**src/rtl/comp_serial_ctrl.sv**
```systemverilog
// Sequencing controller for a bit-serial magnitude comparator: walks two latched
// operands MSB-first, stops at the first differing bit and reports eq/gt/lt.
module comp_serial_ctrl #(
    parameter int WIDTH = 8,
    parameter int CW    = $clog2(WIDTH + 1)
) (
    input  logic             clk,
    input  logic             rst,
    input  logic             start,
    input  logic             abort,
    input  logic [WIDTH-1:0] a,
    input  logic [WIDTH-1:0] b,
    output logic             busy,
    output logic             done,
    output logic             eq,
    output logic             gt,
    output logic             lt,
    output logic [CW-1:0]    nbits
);

    localparam int IW = $clog2(WIDTH);

    typedef enum logic [1:0] {
        S_IDLE,
        S_RUN,
        S_DONE
    } state_t;

    state_t           state, state_nxt;
    logic [WIDTH-1:0] a_q, a_nxt;
    logic [WIDTH-1:0] b_q, b_nxt;
    logic [IW-1:0]    idx, idx_nxt;
    logic [CW-1:0]    cnt, cnt_nxt;
    logic             busy_nxt, done_nxt, eq_nxt, gt_nxt, lt_nxt;
    logic [CW-1:0]    nbits_nxt;
    logic             bit_a, bit_b;

    assign bit_a = a_q[idx];
    assign bit_b = b_q[idx];

    always_ff @(posedge clk or posedge rst) begin
        if (rst) begin
            state <= S_IDLE;
            a_q   <= '0;
            b_q   <= '0;
            idx   <= '0;
            cnt   <= '0;
            busy  <= 1'b0;
            done  <= 1'b0;
            eq    <= 1'b0;
            gt    <= 1'b0;
            lt    <= 1'b0;
            nbits <= '0;
        end else begin
            state <= state_nxt;
            a_q   <= a_nxt;
            b_q   <= b_nxt;
            idx   <= idx_nxt;
            cnt   <= cnt_nxt;
            busy  <= busy_nxt;
            done  <= done_nxt;
            eq    <= eq_nxt;
            gt    <= gt_nxt;
            lt    <= lt_nxt;
            nbits <= nbits_nxt;
        end
    end

    // The running count lives in cnt so an aborted compare leaves the
    // previously reported nbits untouched; nbits loads only with a result.
    always_comb begin
        state_nxt = state;
        a_nxt     = a_q;
        b_nxt     = b_q;
        idx_nxt   = idx;
        cnt_nxt   = cnt;
        busy_nxt  = busy;
        done_nxt  = 1'b0;
        eq_nxt    = eq;
        gt_nxt    = gt;
        lt_nxt    = lt;
        nbits_nxt = nbits;

        case (state)
            S_IDLE: begin
                if (start && !abort) begin
                    a_nxt     = a;
                    b_nxt     = b;
                    idx_nxt   = IW'(WIDTH - 1);
                    cnt_nxt   = '0;
                    busy_nxt  = 1'b1;
                    state_nxt = S_RUN;
                end
            end
            S_RUN: begin
                if (abort) begin
                    busy_nxt  = 1'b0;
                    state_nxt = S_IDLE;
                end else begin
                    cnt_nxt = cnt + CW'(1);
                    if (bit_a != bit_b) begin
                        gt_nxt    = bit_a;
                        lt_nxt    = bit_b;
                        eq_nxt    = 1'b0;
                        done_nxt  = 1'b1;
                        nbits_nxt = cnt + CW'(1);
                        busy_nxt  = 1'b0;
                        state_nxt = S_DONE;
                    end else if (idx == '0) begin
                        eq_nxt    = 1'b1;
                        gt_nxt    = 1'b0;
                        lt_nxt    = 1'b0;
                        done_nxt  = 1'b1;
                        nbits_nxt = cnt + CW'(1);
                        busy_nxt  = 1'b0;
                        state_nxt = S_DONE;
                    end else begin
                        idx_nxt = idx - IW'(1);
                    end
                end
            end
            S_DONE: begin
                state_nxt = S_IDLE;
            end
            default: begin
                busy_nxt  = 1'b0;
                state_nxt = S_IDLE;
            end
        endcase
    end

endmodule

```
**config.mk**
```make
export PLATFORM = sky130hd
export DESIGN_NAME = comp_serial_ctrl
export DESIGN_NICKNAME = d
export VERILOG_FILES = /design/src/rtl/comp_serial_ctrl.sv
export SDC_FILE = /design/constraint.sdc
export NUM_CORES = 1
export LEC_CHECK = 0
export CORE_UTILIZATION = 30
export DETAILED_ROUTE_END_ITERATION = 8
export PLACE_DENSITY = 0.62
export REMOVE_ABC_BUFFERS = 1
export SETUP_SLACK_MARGIN = 0.4
export SLEW_MARGIN = 20
export SYNTH_ARGS = -nofsm -noshare
export SYNTH_HDL_FRONTEND = slang
export SYNTH_SLANG_ARGS = --single-unit
```
**constraint.sdc**
```tcl
create_clock -name clk -period 3.8 [get_ports clk]
set_input_delay 0.57 -clock clk [delete_from_list [all_inputs] [get_ports clk]]
set_output_delay 0.57 -clock clk [all_outputs]
set_load 0.02 [all_outputs]
```
---- Word level (Yosys, flattened, before mapping) ----
Cells that the tools add are included.
word-level totals
  bits in registers ....................... 34
  bits in latches ......................... 0
  RAM bits ................................ 0
  ROM bits ................................ 0
  input port bits ......................... 20
  output and inout bits ................... 9
  word-level logic and storage cells ...... 68
  memories kept ........................... 0
cells by class
  add/sub/neg operators ................... 2
  multiply operators ...................... 0
  divide/modulo/power cells ............... 0
  order comparisons ....................... 1
  eq/ne operators ......................... 8
  shifts and indexed selects .............. 0
  muxes and demuxes ....................... 32
  bitwise logic cells ..................... 2
  reductions and logical operators ........ 12
operators by type and width
  kind                                                                           number
  4-bit 2-to-1 mux                                                               4
  1-bit 2-to-1 mux                                                               14
  3-bit 2-to-1 mux                                                               4
  3-bit AND reduction                                                            3
  2-bit 2-to-1 mux                                                               4
  2-bit != test (second input constant)                                          4
  4-bit case mux with 2 select lines                                             1
  1-bit binary-select mux with 3-bit select                                      2
  3-bit case mux with 2 select lines                                             1
  5-bit AND reduction                                                            1
  4-bit by 1-bit adder with 4-bit output (second input constant)                 1
  3-bit by 4-bit less-than comparator with 1-bit output (second input constant)  1
  4-bit != test (second input constant)                                          1
  2-bit case mux with 2 select lines                                             1
  2-bit AND reduction                                                            2
  2-bit nonzero test                                                             2
  3-bit logical NOT                                                              1
  1-bit case mux with 3 select lines                                             1
  3-bit by 1-bit subtractor with 3-bit output (second input constant)            1
  2-bit by 1-bit == test with 1-bit output (second input constant)               1
  2-bit == test (second input constant)                                          1
  2-bit logical NOT                                                              1
  1-bit inverter                                                                 2
  1-bit logical AND                                                              1
  2 further kinds                                                                2

---- Longest topological paths before layout ----
Gate-level depths: netlist (run 1).
  word-level depth ........................ 6
  mapped depth ............................ 9
  mapped depth without buffers ............ 7

---- Worst setup path before layout (run 1) ----
Ideal clock, no wire load.
  path type ............................... reg-to-reg
  from .................................... reg idx[0]
  to ...................................... reg lt
  setup time .............................. 0.125 ns
  arrival ................................. 2.284 ns
  required time ........................... 3.675 ns
  setup slack ............................. 1.391 ns
  cell stages (with the launch flop) ...... 9
  buffers on the path ..................... 2
  clock period less this slack ............ 2.409 ns
  path through ............................ dfrtp_1 > clkbuf_1 > mux4_2 > mux2i_1 > inv_1 > ha_1 > a21oi_4 > buf_8 > mux2_4
between the ends
  cells in the longest elaborated chain, start to end .. 5
  elaborated cells on any way between the ends .. 9
  classes of those cells .................. 1 x eq/ne; 5 x mux; 3 x reduce/logical
ends and longest elaborated chain
  element                                                              RTL line  RTL
  start: declaration                                                   32        logic [IW-1:0] idx, idx_nxt;
  start signal: assignment                                             58        idx <= idx_nxt;
  1-bit binary-select mux with 3-bit select, on equally long branches  38, 39
  1-bit 2-to-1 mux, on equally long branches                           38, 39
  1-bit != test                                                        101       if (bit_a != bit_b) begin
  2-bit nonzero test (no line)                                         n/a
  3-bit AND reduction (no line)                                        n/a
  end signal: assignment                                               64        lt <= lt_nxt;
  end: declaration                                                     17        output logic lt,
Parallel ways exist; a longest one is shown, timed or not. The select of a mux whose other input is x is not followed.
A chain may end at the register's enable or synchronous reset.

---- Final worst setup path (run 1) ----
  from .................................... reg idx[0]
  to ...................................... reg gt
between the ends
  cells in the longest elaborated chain, start to end .. 5
  elaborated cells on any way between the ends .. 9
  classes of those cells .................. 1 x eq/ne; 5 x mux; 3 x reduce/logical
ends and longest elaborated chain
  element                                                              RTL line  RTL
  1-bit binary-select mux with 3-bit select, on equally long branches  38, 39
  1-bit 2-to-1 mux, on equally long branches                           38, 39
  1-bit != test                                                        101
  2-bit nonzero test (no line)                                         n/a
  3-bit AND reduction (no line)                                        n/a
  end signal: assignment                                               63        gt <= gt_nxt;
  end: declaration                                                     16        output logic gt,
Parallel ways exist; a longest one is shown, timed or not. The select of a mux whose other input is x is not followed.

==> results.py, run 1 <==
metrics = {
    "logic_synthesis": {
        "synthCells": 116,
        "seq_area_frac_synth": 0.543,
        "synthTopCellsByCount": "34 x dfrtp_1, 17 x mux2_2, 9 x nor2_1",
        "synthArstFlopShare": 1.00,
        "synth_ff_type": "dfrtp_1",
        "syn_area_um2": 1570,
        "synth_area_leader_cell": "dfrtp_1",
        "synth-seq-cells": 34,
        "synth_cell_types": 26,
        "synth_area_per_cell_um2": 13.5,
        "synth_edf_count": 0,
        "post-synth-top-count-cell": "dfrtp_1",
        "ys.warnings.count": 0,
        "yosys.area.top_type_share": 0.543,
        "synthTopCellsByArea": "dfrtp_1 54%, mux2_2 12%, mux4_2 5.8%",
    },
    "clock_tree": {
        "htree_levels": 2,
        "cts_tree": "done",
        "cts.sinks": 34,
        "clk_path_buf_depth": 2,
        "clk_pin_slew_ns": 0.06,
        "clock_latency_ns": 0.28,
        "cts-root-buf": "clkbuf_8",
        "ctsHoldBuffers": 0,
        "post-cts-setup-buffer-count": 0,
        "numCtsBuffers": 5,
        "cts_resized": 0,
    },
    "setup_path": {
        "cp_top_family": "multiplexers",
        "arrival_ns": 2.65,
        "crit_required_ns": 3.97,
        "critical_path_class": "flip-flop to flip-flop",
        "slowest_stage": "mux4_2",
        "critPathMaxFanout": 11,
        "rrSetupSlack_ns": 1.32,
        "ff2ff_path_depth": 6,
        "worstReg2RegEnd": "gt$_DFFE_PP0P_",
        "cp_num_buf_inv": 1,
        "endpoint_kind": "flip-flop",
        "startpoint_type": "flip-flop",
        "slowest_delay_ns": 0.54,
        "reg2reg_from": "idx[0]$_DFFE_PP0P_",
        "path_cells": "mux4_2, mux2i_1, inv_1, ha_1, a21oi_4, mux2_2",
    },
    "pwr": {
        "power.leakage_nw": 0.863,
        "power_density_nw_per_um2": 801,
        "vdd_drop_max_mv": 0.353,
    },
    "global_routing": {
        "grt_pass1_vias": 1042,
        "antenna_found_initial": 0,
        "grt-ovfl-total": 0,
        "grt_pass1_wl_mm": 4.80,
        "grt_max_degree": 35,
        "track_usage": 0.116,
    },
    "layout": {
        "area_growth_pct": 26.6,
        "n_fill_cell": 494,
        "layout-drive-gt1-share": 0.231,
        "seq_area_um2": 851,
        "final_cell_area_um2": 1980,
        "antennaDiodeCount": 0,
        "finalNonFillerCells": 214,
        "final_nets": 173,
        "multi_input_area_um2": 648,
    },
    "floorplan": {
        "dieArea_um2": 5510,
        "io_pins": 29,
        "initial_core_util": 0.321,
        "num_rows": 25,
        "fp.dieH_um": 74.3,
        "core_um2": 4880,
        "die_x_um": 74.3,
    },
    "place": {
        "place_inst": 208,
        "gp_congestion": 0.716,
        "dpl_cell_area_um2": 1900,
        "portBuffers": 28,
        "pre_cts_ws_ns": 1.31,
        "dp_hpwl_mm": 2.12,
    },
    "routing": {
        "detail_route.first_pass.iterations": 4,
        "num_vias": 981,
        "via_per_inst": 4.58,
        "routed_wirelength_mm": 2.76,
        "post_drt_wl_per_cell_um": 12.9,
        "final_antenna_net_count": 0,
        "dr.first_iter.drc_count": 55,
        "drc": 0,
    },
    "timing": {
        "tightest_slew_ns": 0.685,
        "finClkSkew_ns": 0.00200,
        "rsz0062_at_grt": "no",
        "tns_ns": 0,
        "fmax_ghz": 0.403,
        "fin_crit_ns": 2.48,
        "finalHoldViolations": 0,
        "maxSlewHeadroom": 0.542,
        "fin_crit_sh": 0.653,
        "setup_violations": 0,
        "slew_violations": 0,
        "fin_ws_ns": 1.32,
    },
    "worst_hold_path": {
        "min_path_cells": 1,
        "worstHoldStart": "a_q[1]$_DFFE_PP0P_",
        "holdPathEnd": "a_q[1]$_DFFE_PP0P_",
        "hold_path.class": "flip-flop to flip-flop",
    },
    "status": {
        "outcome": "finished clean",
    },
    "run": {
        "cap_violations": 0,
    },
}
-- cell usage in the layout (no fill, tap or decap), drive strengths merged, types with 4 or more instances in the layout --
master         count
dfrtp             34
clkdlybuf4s50     28
mux2              19
nor2               9
a21oi              9
inv                6
clkbuf             6
nand2              5
ha                 5
mux4               4
o21ai              4
-- worst max path at each step --
stage / slack, ns / depth (start not counted) / start / end
4_1_cts: 1.29 / 6 / idx[0]$_DFFE_PP0P_ / gt$_DFFE_PP0P_
6_report: 1.32 / 6 / idx[0]$_DFFE_PP0P_ / gt$_DFFE_PP0P_
3_3_place_gp: 1.34 / 6 / idx[0]$_DFFE_PP0P_ / gt$_DFFE_PP0P_
5_1_grt: 1.17 / 6 / idx[0]$_DFFE_PP0P_ / gt$_DFFE_PP0P_
3_5_place_dp: 1.31 / 6 / idx[0]$_DFFE_PP0P_ / gt$_DFFE_PP0P_
2_1_floorplan: 1.47 / 6 / idx[0]$_DFFE_PP0P_ / gt$_DFFE_PP0P_
-- per-layer routing --
| metal | GRT usage | up-vias | wire length, um | part of all wire |
|---|---|---|---|---|
| met4 | 0.0503 | 0 | 63 | 0.023 |
| met3 | 0.0393 | 8 | 168 | 0.061 |
| met2 | 0.187 | 33 | 1290 | 0.47 |
| met5 | 0 | - | 0 | 0 |
| li1 | - | 471 | - | - |
| met1 | 0.142 | 469 | 1240 | 0.45 |
-- flip-flops by register name (all words and copies together) (netlist names) --
register  flops
done          1
busy          1
state         2
a_q           8
b_q           8
lt            1
eq            1
idx           3
cnt           4
gt            1
nbits         4
-- power by group --
part | internal (mW) | switching, mW
Combinational | 0.374 | 0.307
Sequential | 0.530 | 0.126
Clock | 0.139 | 0.112
Total | 1.04 | 0.546
-- cell type report --
type                    count  area share
clock buffers               6      0.0416
inverters                   6      0.0114
multi-input cells          71       0.327
flip-flops and latches     34       0.429
well taps                  67      0.0423
repair buffers             30       0.149
-- logic make-up (layout without fill, tap and decap cells) --
| kind of cell | after synthesis | after routing | synth area share |
|---|---|---|---|
| adders and majority gates | 5 | 5 | 0.0399 |
| buffers and inverters | 11 | 42 | 0.0431 |
| xor gates and xnor gates | 2 | 2 | 0.0112 |
| AOI/OAI and AO/OA | 16 | 16 | 0.0679 |
| and+or+nand+nor | 22 | 22 | 0.0767 |
| DFF | 34 | 34 | 0.543 |
| muxes | 26 | 26 | 0.218 |
-- per-stage QoR --
stage | power (mW) | hold slack, ns | util
6_report | 1.59 | 0.501 | 0.406
5_1_grt | 1.71 | 0.520 | 0.406
4_1_cts | 1.61 | 0.501 | 0.406
3_5_place_dp | 1.35 | 0.487 | 0.389
3_3_place_gp | 1.32 | 0.491 | 0.389
2_1_floorplan | 1.12 | 0.469 | -
Power figures use the tool's default switching activity.
==> inputs of run 2 (changes only) <==
--- a/config.mk
+++ b/config.mk
@@ -7,7 +7,7 @@
 export LEC_CHECK = 0
 export CORE_UTILIZATION = 30
 export DETAILED_ROUTE_END_ITERATION = 8
-export PLACE_DENSITY = 0.62
+export PLACE_DENSITY = 0.64
 export REMOVE_ABC_BUFFERS = 1
 export SETUP_SLACK_MARGIN = 0.4
 export SLEW_MARGIN = 20
==> constraint.sdc (replaced) <==
create_clock -name clk -period 2.11 [get_ports clk]
set_input_delay 0.3165 -clock clk [delete_from_list [all_inputs] [get_ports clk]]
set_output_delay 0.3165 -clock clk [all_outputs]
set_load 0.02 [all_outputs]
==> run 2 against run 1 <==
  * The flow now finishes with violations (negative setup slack)
  * Register-to-register slack got worse by 1.4 ns
  * Wire length rose by 8.6%
  * Critical path depth is the same
  * Final area increased by 7.4%
  * Total power rose by 110%
  * Sequential power grew 81%
  * Final cell count up 5.6%
  * Utilization rose by 3.0 points
  * Non-clock buffer count up 10
  * Die area stayed put
  * Combinational power is 150% higher
  * Via count increased by 5.3%
==> results.py, run 2 (same netlist as run 1, synthesis figures left out) <==
metrics = {
    "timing": {
        "slew_violations": 0,
        "finalHoldViolations": 0,
        "finClkSkew_ns": 0.00362,
        "setup_violations": 5,
        "tightest_slew_ns": 0.425,
        "fmax_ghz": 0.466,
        "fin_crit_sh": 1.02,
        "maxSlewHeadroom": 0.717,
        "hold_slack_ns": 0.428,
        "fin_ws_ns": -0.0375,
        "fin_crit_ns": 2.15,
        "rsz0062_at_grt": "yes",
    },
    "routing": {
        "num_vias": 1033,
        "drc": 0,
        "final_antenna_net_count": 0,
        "via_per_inst": 4.57,
        "routed_wirelength_mm": 3.00,
        "post_drt_wl_per_cell_um": 13.3,
        "dr.first_iter.drc_count": 71,
        "detail_route.first_pass.iterations": 3,
    },
    "clock_tree": {
        "clk_path_buf_depth": 2,
        "ctsHoldBuffers": 0,
        "numCtsBuffers": 5,
        "cts.sinks": 34,
        "clk_pin_slew_ns": 0.07,
        "htree_levels": 2,
        "clock_latency_ns": 0.28,
        "cts-root-buf": "clkbuf_8",
        "cts_tree": "done",
    },
    "place": {
        "portBuffers": 28,
        "place_inst": 214,
        "dp_hpwl_mm": 2.16,
        "gp_congestion": 0.746,
    },
    "setup_path": {
        "slowest_delay_ns": 0.54,
        "arrival_ns": 2.31,
        "slowest_stage": "mux4_2",
        "rrSetupSlack_ns": -0.04,
        "startpoint_type": "flip-flop",
        "critical_path_class": "flip-flop to flip-flop",
        "path_cells": "mux4_2, mux2i_2, inv_1, ha_4, a21oi_4, mux2_4",
        "endpoint_kind": "flip-flop",
        "crit_required_ns": 2.28,
        "critPathMaxFanout": 5,
    },
    "floorplan": {
        "initial_core_util": 0.321,
        "die_x_um": 74.3,
        "dieArea_um2": 5510,
        "fp.dieH_um": 74.3,
        "num_rows": 25,
        "core_um2": 4880,
        "io_pins": 29,
    },
    "status": {
        "violations": "negative setup slack",
        "outcome": "finished with violations",
    },
    "pwr": {
        "power.leakage_nw": 0.912,
        "vdd_drop_max_mv": 0.639,
        "power_density_nw_per_um2": 1570,
    },
    "layout": {
        "antennaDiodeCount": 0,
        "n_fill_cell": 469,
        "biggestRegsByFlops": "a_q x8, b_q x8",
        "final_cell_mix": "33 x dfrtp_1, 28 x clkdlybuf4s50_1, 16 x mux2_2",
        "finalNonFillerCells": 226,
        "layout-drive-gt1-share": 0.346,
        "final_nets": 183,
        "layout_commonest_cell": "dfrtp_1",
        "area_growth_pct": 36.0,
    },
    "global_routing": {
        "grt_pass1_wl_mm": 5.17,
        "antenna_found_initial": 0,
        "track_usage": 0.129,
        "grt_max_degree": 35,
        "grt_pass1_vias": 1105,
        "grt-ovfl-total": 0,
    },
    "run": {
        "cap_violations": 0,
    },
    "worst_hold_path": {
        "hold_path.class": "primary input to asynchronous set/reset pin",
    },
}
-- run 2: changes by cell type in the layout (fill, tap and decap cells not counted), sizes merged --
cell	change
clkbuf	+1
buf	+10
clkinv	+1
-- run 2: critical path: cells and delay by family (launching register included) --
family	cells	cell delay, ns
compound gates	1	0.21
buf+inv	1	0.10
fa+ha+maj	1	0.24
mux	3	1.04
flops	1	0.45
-- run 2: cell type report --
cell class | count | area (um^2) | share of cell area
tap | 67 | 83.8 | 0.0393
timing repair buffer | 40 | 378 | 0.177
clock buffer | 7 | 86.3 | 0.0405
inverter | 6 | 22.5 | 0.0106
multi-input combinational | 71 | 703 | 0.330
sequential | 34 | 852 | 0.400
clock inverter | 1 | 5.00 | 0.00235
-- run 2: where the power goes --
group	internal (mW)	switching, mW
clock	0.263	0.216
sequential	0.955	0.239
combinational	0.979	0.691
total	2.20	1.15
-- run 2: final timing paths --
path                       cells after the start                    to          startpoint
max                                            6        gt$_DFFE_PP0P_  idx[0]$_DFFE_PP0P_
min                                            3  nbits[2]$_DFFE_PP0P_                 rst
max reg2reg                                    6        gt$_DFFE_PP0P_  idx[0]$_DFFE_PP0P_
min reg2reg                                    1    a_q[5]$_DFFE_PP0P_  a_q[5]$_DFFE_PP0P_
max in group asynchronous                      3    idx[0]$_DFFE_PP0P_                 rst
min in group clk                               1    a_q[5]$_DFFE_PP0P_  a_q[5]$_DFFE_PP0P_
-- run 2: per-layer routing --
layer / wire [um] / vias to the layer above / GRT usage
li1: - / 487 / -
met1: 1310 / 513 / 0.152
met2: 1530 / 31 / 0.215
met3: 137 / 2 / 0.0528
met4: 17 / 0 / 0.0377
met5: 0 / - / 0
-- run 2: repair_timing --
item                       CTS  global route
setup endpoints to repair   14            30
setup buffers                4             0
gates resized for setup      5            10
pin swaps                    2             2
hold endpoints to repair     0             0
-- run 2: per-stage QoR --
stage           util  total power [mW]  setup TNS (ns)  instance area, um^2  worst slack, ns
5_1_grt        0.437              3.59           -1.06                 2130           -0.121
6_report       0.437              3.34          -0.118                 2130          -0.0375
2_1_floorplan      -              2.02          -0.685                 1520           -0.220
3_3_place_gp   0.399              2.52           -1.22                 1950           -0.179
3_5_place_dp   0.399              2.57           -2.08                 1950           -0.257
4_1_cts        0.429              3.27          -0.456                 2090          -0.0758
